**config.mk**
```make
export PLATFORM = sky130hd
export DESIGN_NAME = fifo_read_ctrl_flat
export DESIGN_NICKNAME = d
export VERILOG_FILES = /design/src/rtl/fifo_read_ctrl_if.sv /design/src/rtl/fifo_read_ctrl.sv /design/src/flat_wrapper.sv
export SDC_FILE = /design/constraint.sdc
export NUM_CORES = 1
export LEC_CHECK = 0
export ABC_CLOCK_PERIOD_IN_PS = 5700
export CORE_MARGIN = 4
export CORE_UTILIZATION = 25
export CTS_CLUSTER_DIAMETER = 100
export DETAILED_ROUTE_END_ITERATION = 12
export RECOVER_POWER = 100
export SYNTH_ARGS = -nofsm -noshare
export SYNTH_HDL_FRONTEND = slang
export SYNTH_SLANG_ARGS = --single-unit
```
**constraint.sdc**
```tcl
create_clock -name clk -period 5.7 [get_ports clk]
set_input_delay 0.855 -clock clk [delete_from_list [all_inputs] [get_ports clk]]
set_output_delay 0.855 -clock clk [all_outputs]
set_load 0.005 [all_outputs]
```
**src/rtl/fifo_read_ctrl_if.sv**
```systemverilog
`default_nettype none
// ============================================================================
// Module   : fifo_read_ctrl_if
// Brief    : Read-side bundle: write pointer in, memory read port, output stream.
// Revision : 1.0
// ============================================================================
interface fifo_read_ctrl_if #(
  parameter int DATA_WIDTH = 8,
  parameter int ADDR_WIDTH = 10
);
  logic [ADDR_WIDTH:0]     wr_ptr;
  logic                    mem_read_en;
  logic [ADDR_WIDTH-1:0]   mem_read_addr;
  logic [DATA_WIDTH-1:0]   mem_read_data;
  logic [ADDR_WIDTH:0]     rd_ptr;
  logic                    out_valid;
  logic                    out_ready;
  logic [DATA_WIDTH-1:0]   out_data;
  logic                    empty;
  logic [ADDR_WIDTH+1:0]   level;

  modport slave (
    input  wr_ptr, mem_read_data, out_ready,
    output mem_read_en, mem_read_addr, rd_ptr, out_valid, out_data, empty, level
  );

  modport master (
    output wr_ptr, mem_read_data, out_ready,
    input  mem_read_en, mem_read_addr, rd_ptr, out_valid, out_data, empty, level
  );
endinterface
`default_nettype wire

```
**src/rtl/fifo_read_ctrl.sv**
```systemverilog
`default_nettype none
// ============================================================================
// Module   : fifo_read_ctrl
// Brief    : FIFO read controller with 1-cycle memory latency and 2-entry
//            output skid buffer sustaining one word per cycle.
// Revision : 1.0
// ============================================================================
module fifo_read_ctrl #(
  parameter int DATA_WIDTH = 8,
  parameter int ADDR_WIDTH = 10
) (
  input  wire logic          clk,
  input  wire logic          rstn,
  fifo_read_ctrl_if.slave    bus
);
  localparam int c_PTR_W = ADDR_WIDTH + 1;
  localparam int c_LVL_W = ADDR_WIDTH + 2;

  typedef enum logic [1:0] {
    BUF0 = 2'd0,
    BUF1 = 2'd1,
    BUF2 = 2'd2
  } buf_state_t;

  buf_state_t              r_state;
  buf_state_t              w_state_nxt;
  logic [c_PTR_W-1:0]      r_rd_ptr;
  logic                    r_inflight;
  logic                    r_out_valid;
  logic [DATA_WIDTH-1:0]   r_buf0;
  logic [DATA_WIDTH-1:0]   r_buf1;

  logic [c_PTR_W-1:0]      w_avail;
  logic                    w_avail_nz;
  logic [1:0]              w_cnt;
  logic [1:0]              w_slots;
  logic                    w_pop;
  logic                    w_push;
  logic                    w_rd_en;

  // Modular difference: a full memory (wrap bits differ) yields 2^ADDR_WIDTH, not 0.
  assign w_avail    = bus.wr_ptr - r_rd_ptr;
  assign w_avail_nz = |w_avail;
  assign w_cnt      = r_state;
  assign w_slots    = w_cnt + {1'b0, r_inflight};
  assign w_pop      = r_out_valid && bus.out_ready;
  assign w_push     = r_inflight;
  // A read may target the slot a same-cycle pop is freeing.
  assign w_rd_en    = w_avail_nz && ((w_slots < 2'd2) || ((w_slots == 2'd2) && w_pop));

  assign bus.mem_read_en   = w_rd_en;
  assign bus.mem_read_addr = r_rd_ptr[ADDR_WIDTH-1:0];
  assign bus.rd_ptr        = r_rd_ptr;
  assign bus.out_valid     = r_out_valid;
  assign bus.out_data      = r_buf0;
  assign bus.empty         = !w_avail_nz && (w_slots == 2'd0);
  assign bus.level         = c_LVL_W'(w_avail) + c_LVL_W'(r_inflight) + c_LVL_W'(w_cnt);

  always_ff @(posedge clk or negedge rstn) begin
    if (!rstn) begin
      r_rd_ptr   <= '0;
      r_inflight <= 1'b0;
    end else begin
      r_inflight <= w_rd_en;
      if (w_rd_en) begin
        r_rd_ptr <= r_rd_ptr + c_PTR_W'(1);
      end
    end
  end

  always_ff @(posedge clk or negedge rstn) begin
    if (!rstn) begin
      r_state     <= BUF0;
      r_out_valid <= 1'b0;
    end else begin
      r_state     <= w_state_nxt;
      r_out_valid <= (w_state_nxt != BUF0);
    end
  end

  always_comb begin
    w_state_nxt = r_state;
    case (r_state)
      BUF0: begin
        if (w_push) w_state_nxt = BUF1;
      end
      BUF1: begin
        if (w_push && !w_pop)      w_state_nxt = BUF2;
        else if (!w_push && w_pop) w_state_nxt = BUF0;
      end
      BUF2: begin
        if (w_pop) w_state_nxt = BUF1;
      end
      default: w_state_nxt = BUF0;
    endcase
  end

  // Head lives in r_buf0 so out_data is a plain register and stays put under backpressure.
  always_ff @(posedge clk or negedge rstn) begin
    if (!rstn) begin
      r_buf0 <= '0;
      r_buf1 <= '0;
    end else begin
      case (r_state)
        BUF0: begin
          if (w_push) r_buf0 <= bus.mem_read_data;
        end
        BUF1: begin
          if (w_push && w_pop) r_buf0 <= bus.mem_read_data;
          else if (w_push)     r_buf1 <= bus.mem_read_data;
        end
        BUF2: begin
          if (w_pop) r_buf0 <= r_buf1;
        end
        default: begin
          r_buf0 <= r_buf0;
        end
      endcase
    end
  end
endmodule
`default_nettype wire

```
**src/flat_wrapper.sv**
```systemverilog
// flat-port wrapper written by rule: the top's interface ports become plain ports
module fifo_read_ctrl_flat 
#(
  parameter int DATA_WIDTH = 8,
  parameter int ADDR_WIDTH = 10
)
  (clk, rstn, bus_wr_ptr, bus_mem_read_data, bus_out_ready, bus_mem_read_en, bus_mem_read_addr, bus_rd_ptr, bus_out_valid, bus_out_data, bus_empty, bus_level);
  fifo_read_ctrl_if #(.DATA_WIDTH(DATA_WIDTH), .ADDR_WIDTH(ADDR_WIDTH)) bus_i ();
  input  wire logic clk;
  input  wire logic rstn;
  input wire logic [$bits(bus_i.wr_ptr)-1:0] bus_wr_ptr;
  input wire logic [$bits(bus_i.mem_read_data)-1:0] bus_mem_read_data;
  input wire logic [$bits(bus_i.out_ready)-1:0] bus_out_ready;
  output wire logic [$bits(bus_i.mem_read_en)-1:0] bus_mem_read_en;
  output wire logic [$bits(bus_i.mem_read_addr)-1:0] bus_mem_read_addr;
  output wire logic [$bits(bus_i.rd_ptr)-1:0] bus_rd_ptr;
  output wire logic [$bits(bus_i.out_valid)-1:0] bus_out_valid;
  output wire logic [$bits(bus_i.out_data)-1:0] bus_out_data;
  output wire logic [$bits(bus_i.empty)-1:0] bus_empty;
  output wire logic [$bits(bus_i.level)-1:0] bus_level;
  assign bus_i.wr_ptr = bus_wr_ptr;
  assign bus_i.mem_read_data = bus_mem_read_data;
  assign bus_i.out_ready = bus_out_ready;
  assign bus_mem_read_en = bus_i.mem_read_en;
  assign bus_mem_read_addr = bus_i.mem_read_addr;
  assign bus_rd_ptr = bus_i.rd_ptr;
  assign bus_out_valid = bus_i.out_valid;
  assign bus_out_data = bus_i.out_data;
  assign bus_empty = bus_i.empty;
  assign bus_level = bus_i.level;
  fifo_read_ctrl #(.DATA_WIDTH(DATA_WIDTH), .ADDR_WIDTH(ADDR_WIDTH)) u_core (.clk(clk), .rstn(rstn), .bus(bus_i));
endmodule
```
==> impl_metrics.toml <==
[outcome]
status = "complete, but fails checks"
violations = "capacitance limit, slew limit"

[drt]
first_iter_violations = 154
wl_mm = 6.78
route.detailed.drc = 0
ant_nets = 0
vias_per_cell = 4.86
wl_per_cell_um = 14.6
drtPass1Iterations = 4
vias = 2259

[critical_path]
crit_family = "buffers and inverters"
crit_top_cell = "inv_1"
worst_setup_path_start_kind = "primary input"
cp_num_buf_inv = 4
cp-end-kind = "output pin"
worstPathCellList = "clkdlybuf4s50_1 -> inv_1 -> ha_1 -> inv_1 -> fa_1 -> a21o_1 -> a21oi_1 -> xnor2_1 -> a2111oi_0 -> and3b_1 -> nand4_1 -> nor3_1 -> dlygate4sd3_1"
critPathKind = "primary input to output pin"
cp.required_ns = 4.85
crit_fanout = 5
cpMaxStageDelayCell = "dlygate4sd3_1"
critPathArrivalTime_ns = 4.15
slowest_delay_ns = 0.63

[global_route]
grt_pass1_vias = 2252
antenna_found_initial = 0
grt_max_degree = 32
grt_remaining_overflow = 0
grt_pass1_wl_mm = 11.2
grt.total_usage_pct = 12.0

[clock_tree]
cts_sinks = 31
clk_latency_ns = 0.28
clockBufferDepth = 2
cts_setup_buffers = 0
path_clk_slew_ns = 0.07
cts_max_level = 2
cts_resized = 0
numCtsBuffers = 5
cts_tree = "yes"
ctsHoldBuffers = 0
root_buffer = "clkbuf_8"

[synth]
syn-num-nets = 313
syn_inst = 274
synth.distinct_cells = 53
ys_seq_area_share_pct = 31.4
synth_enable_flop_cells = 0
syn_area_um2 = 2470
ys_async_sr_fraction_pct = 100
synth_area_per_cell_um2 = 9.02
synth_ff_type = "dfrtp_1"
yosys_warnings = 0
ys_ff_latch = 31

[floorplan]
die_h_um = 107
initial_core_util_pct = 25.5
fp.dieW_um = 107
pin_count = 66
row_count = 36
coreArea_um2 = 9680
die_area_um2 = 11500

[timing]
min_period_ns = 5.00
post-route-period-util_pct = 87.8
tightest_slew_ns = 1.67
rsz0062_at_grt = "no"
fin_tns_setup_ns = 0
maxClockFrequency_mhz = 200
fin_worst_skew_ns = 0.00387
slew_headroom_pct = -11.5
drv_slew = 32
finalSetupViolCount = 0
finalHoldViolCount = 0

[layout]
n_antenna_cell = 0
instances_no_fill = 465
fillers = 1013
area_delta_synth_final_pct = 32.7
mostFrequentLayoutCell = "dlygate4sd3_1"
drive_gt1_share_pct = 8.43
most-common-layout-cells = "dlygate4sd3_1, dfrtp_1, nor2_1"
final_nets = 370

[placed_design]
gp_congestion = 0.822
portBuffers = 65
hpwl_mm = 5.21
place_inst = 457

[power]
power_density_nw_per_um2 = 572
p_leak_nw = 1.40
peakVddDrop_mv = 0.132

[min_path]
hold_path_class = "register to register"

[flow_run]
maxCapViolations = 1
-- kinds of logic (layout without fill, tap and decap cells) --
group                      after synthesis  in the layout  share of synthesized area (%)
muxes                                   17             17                           7.49
buffers and inverters                   41             99                           8.25
AOI/OAI and AO/OA                       68             68                           19.6
and+or+nand+nor                         81             81                           16.8
DFF                                     31             31                           31.4
adders and majority gates               17             17                           9.51
xor gates and xnor gates                19             19                           7.03
-- worst register-to-register path, stage by stage (launching register included) --
cell       delay, ns
dfrtp_1         0.58
ha_1            0.24
inv_1           0.06
fa_1            0.40
a21o_1          0.21
a21oi_1         0.18
xnor2_1         0.17
a2111oi_0       0.52
and4_1          0.28
buf_4           0.18
and2_0          0.48
o32ai_1         0.16
-- metal layers --
metal | up-vias | share of wire [%] | GRT usage (%)
met5 | - | 0 | 0
met4 | 0 | 0.59 | 1.62
met3 | 6 | 6.6 | 3.54
met2 | 67 | 46 | 19.5
met1 | 1081 | 46 | 16.3
li1 | 1105 | - | -
-- worst paths after layout --
path / start / endpoint / slack (ns) / cells after the start
worst max-delay path: bus_wr_ptr[0] / bus_empty / 0.70 / 13
worst min-delay path: u_core.bus.out_data[2]$_DFFE_PN0P_ / u_core.bus.out_data[2]$_DFFE_PN0P_ / 0.47 / 2
worst max register to register: u_core.bus.rd_ptr[0]$_DFFE_PN0P_ / u_core.bus.rd_ptr[4]$_DFFE_PN0P_ / 2.13 / 11
worst min register to register: u_core.bus.out_data[2]$_DFFE_PN0P_ / u_core.bus.out_data[2]$_DFFE_PN0P_ / 0.47 / 2
max in group asynchronous: rstn / u_core.bus.rd_ptr[7]$_DFFE_PN0P_ / 3.18 / 2
min in group asynchronous: rstn / u_core.bus.out_data[7]$_DFFE_PN0P_ / 1.55 / 2
-- layout make-up --
type,count,area [um2],area share [%]
clock buffers,6,82.6,2.52
clock inverters,2,35.0,1.07
inverters,22,82.6,2.52
multi-input cells,202,1460,44.6
flip-flops and latches,31,776,23.6
well taps,133,166,5.07
repair buffers,69,677,20.6
-- synth_stat cells, drive strengths merged (6+ instances only) --
library cell | instances | area [um2]
a21o | 7 | 53.8
buf | 13 | 98.8
nor2 | 25 | 96.4
dfrtp | 31 | 776
a21oi | 10 | 53.8
mux2 | 9 | 105
nand4 | 10 | 62.6
nand2 | 12 | 45.0
mux2i | 8 | 80.1
o22ai | 7 | 43.8
ha | 14 | 175
xor2 | 9 | 78.8
inv | 22 | 82.6
o21ai | 20 | 100
nand3 | 10 | 50.1
xnor2 | 10 | 95.1
clkbuf | 6 | 22.5
-- metrics by stage --
| stage | worst slack, ns | area, um2 | util [%] | hold WS (ns) | power (mW) |
|---|---|---|---|---|---|
| after global routing | 0.360 | 3280 | 33.9 | 0.509 | 2.06 |
| after floorplan | 2.06 | 2470 | - | 0.473 | 1.20 |
| final | 0.696 | 3280 | 33.9 | 0.474 | 1.88 |
| after detailed placement | 0.877 | 3200 | 33.0 | 0.470 | 1.77 |
| after global placement | 0.926 | 3200 | 33.0 | 0.460 | 1.74 |
| after CTS | 0.872 | 3320 | 34.2 | 0.486 | 2.00 |
-- power by group --
group	total (mW)	internal, mW	switching (mW)	leakage [nW]
combinational	1.22	0.610	0.609	0.959
clock	0.228	0.141	0.0863	0.0612
sequential	0.429	0.321	0.109	0.376
-- state kept, by name, summed over array words and instances (netlist names) --
register,count
u_core.bus.out_data,8
u_core.r_inflight,1
u_core.bus.rd_ptr,11
u_core.r_state,2
u_core.r_buf1,8
u_core.bus.out_valid,1
No activity file was read; power rests on OpenSTA's default activity.
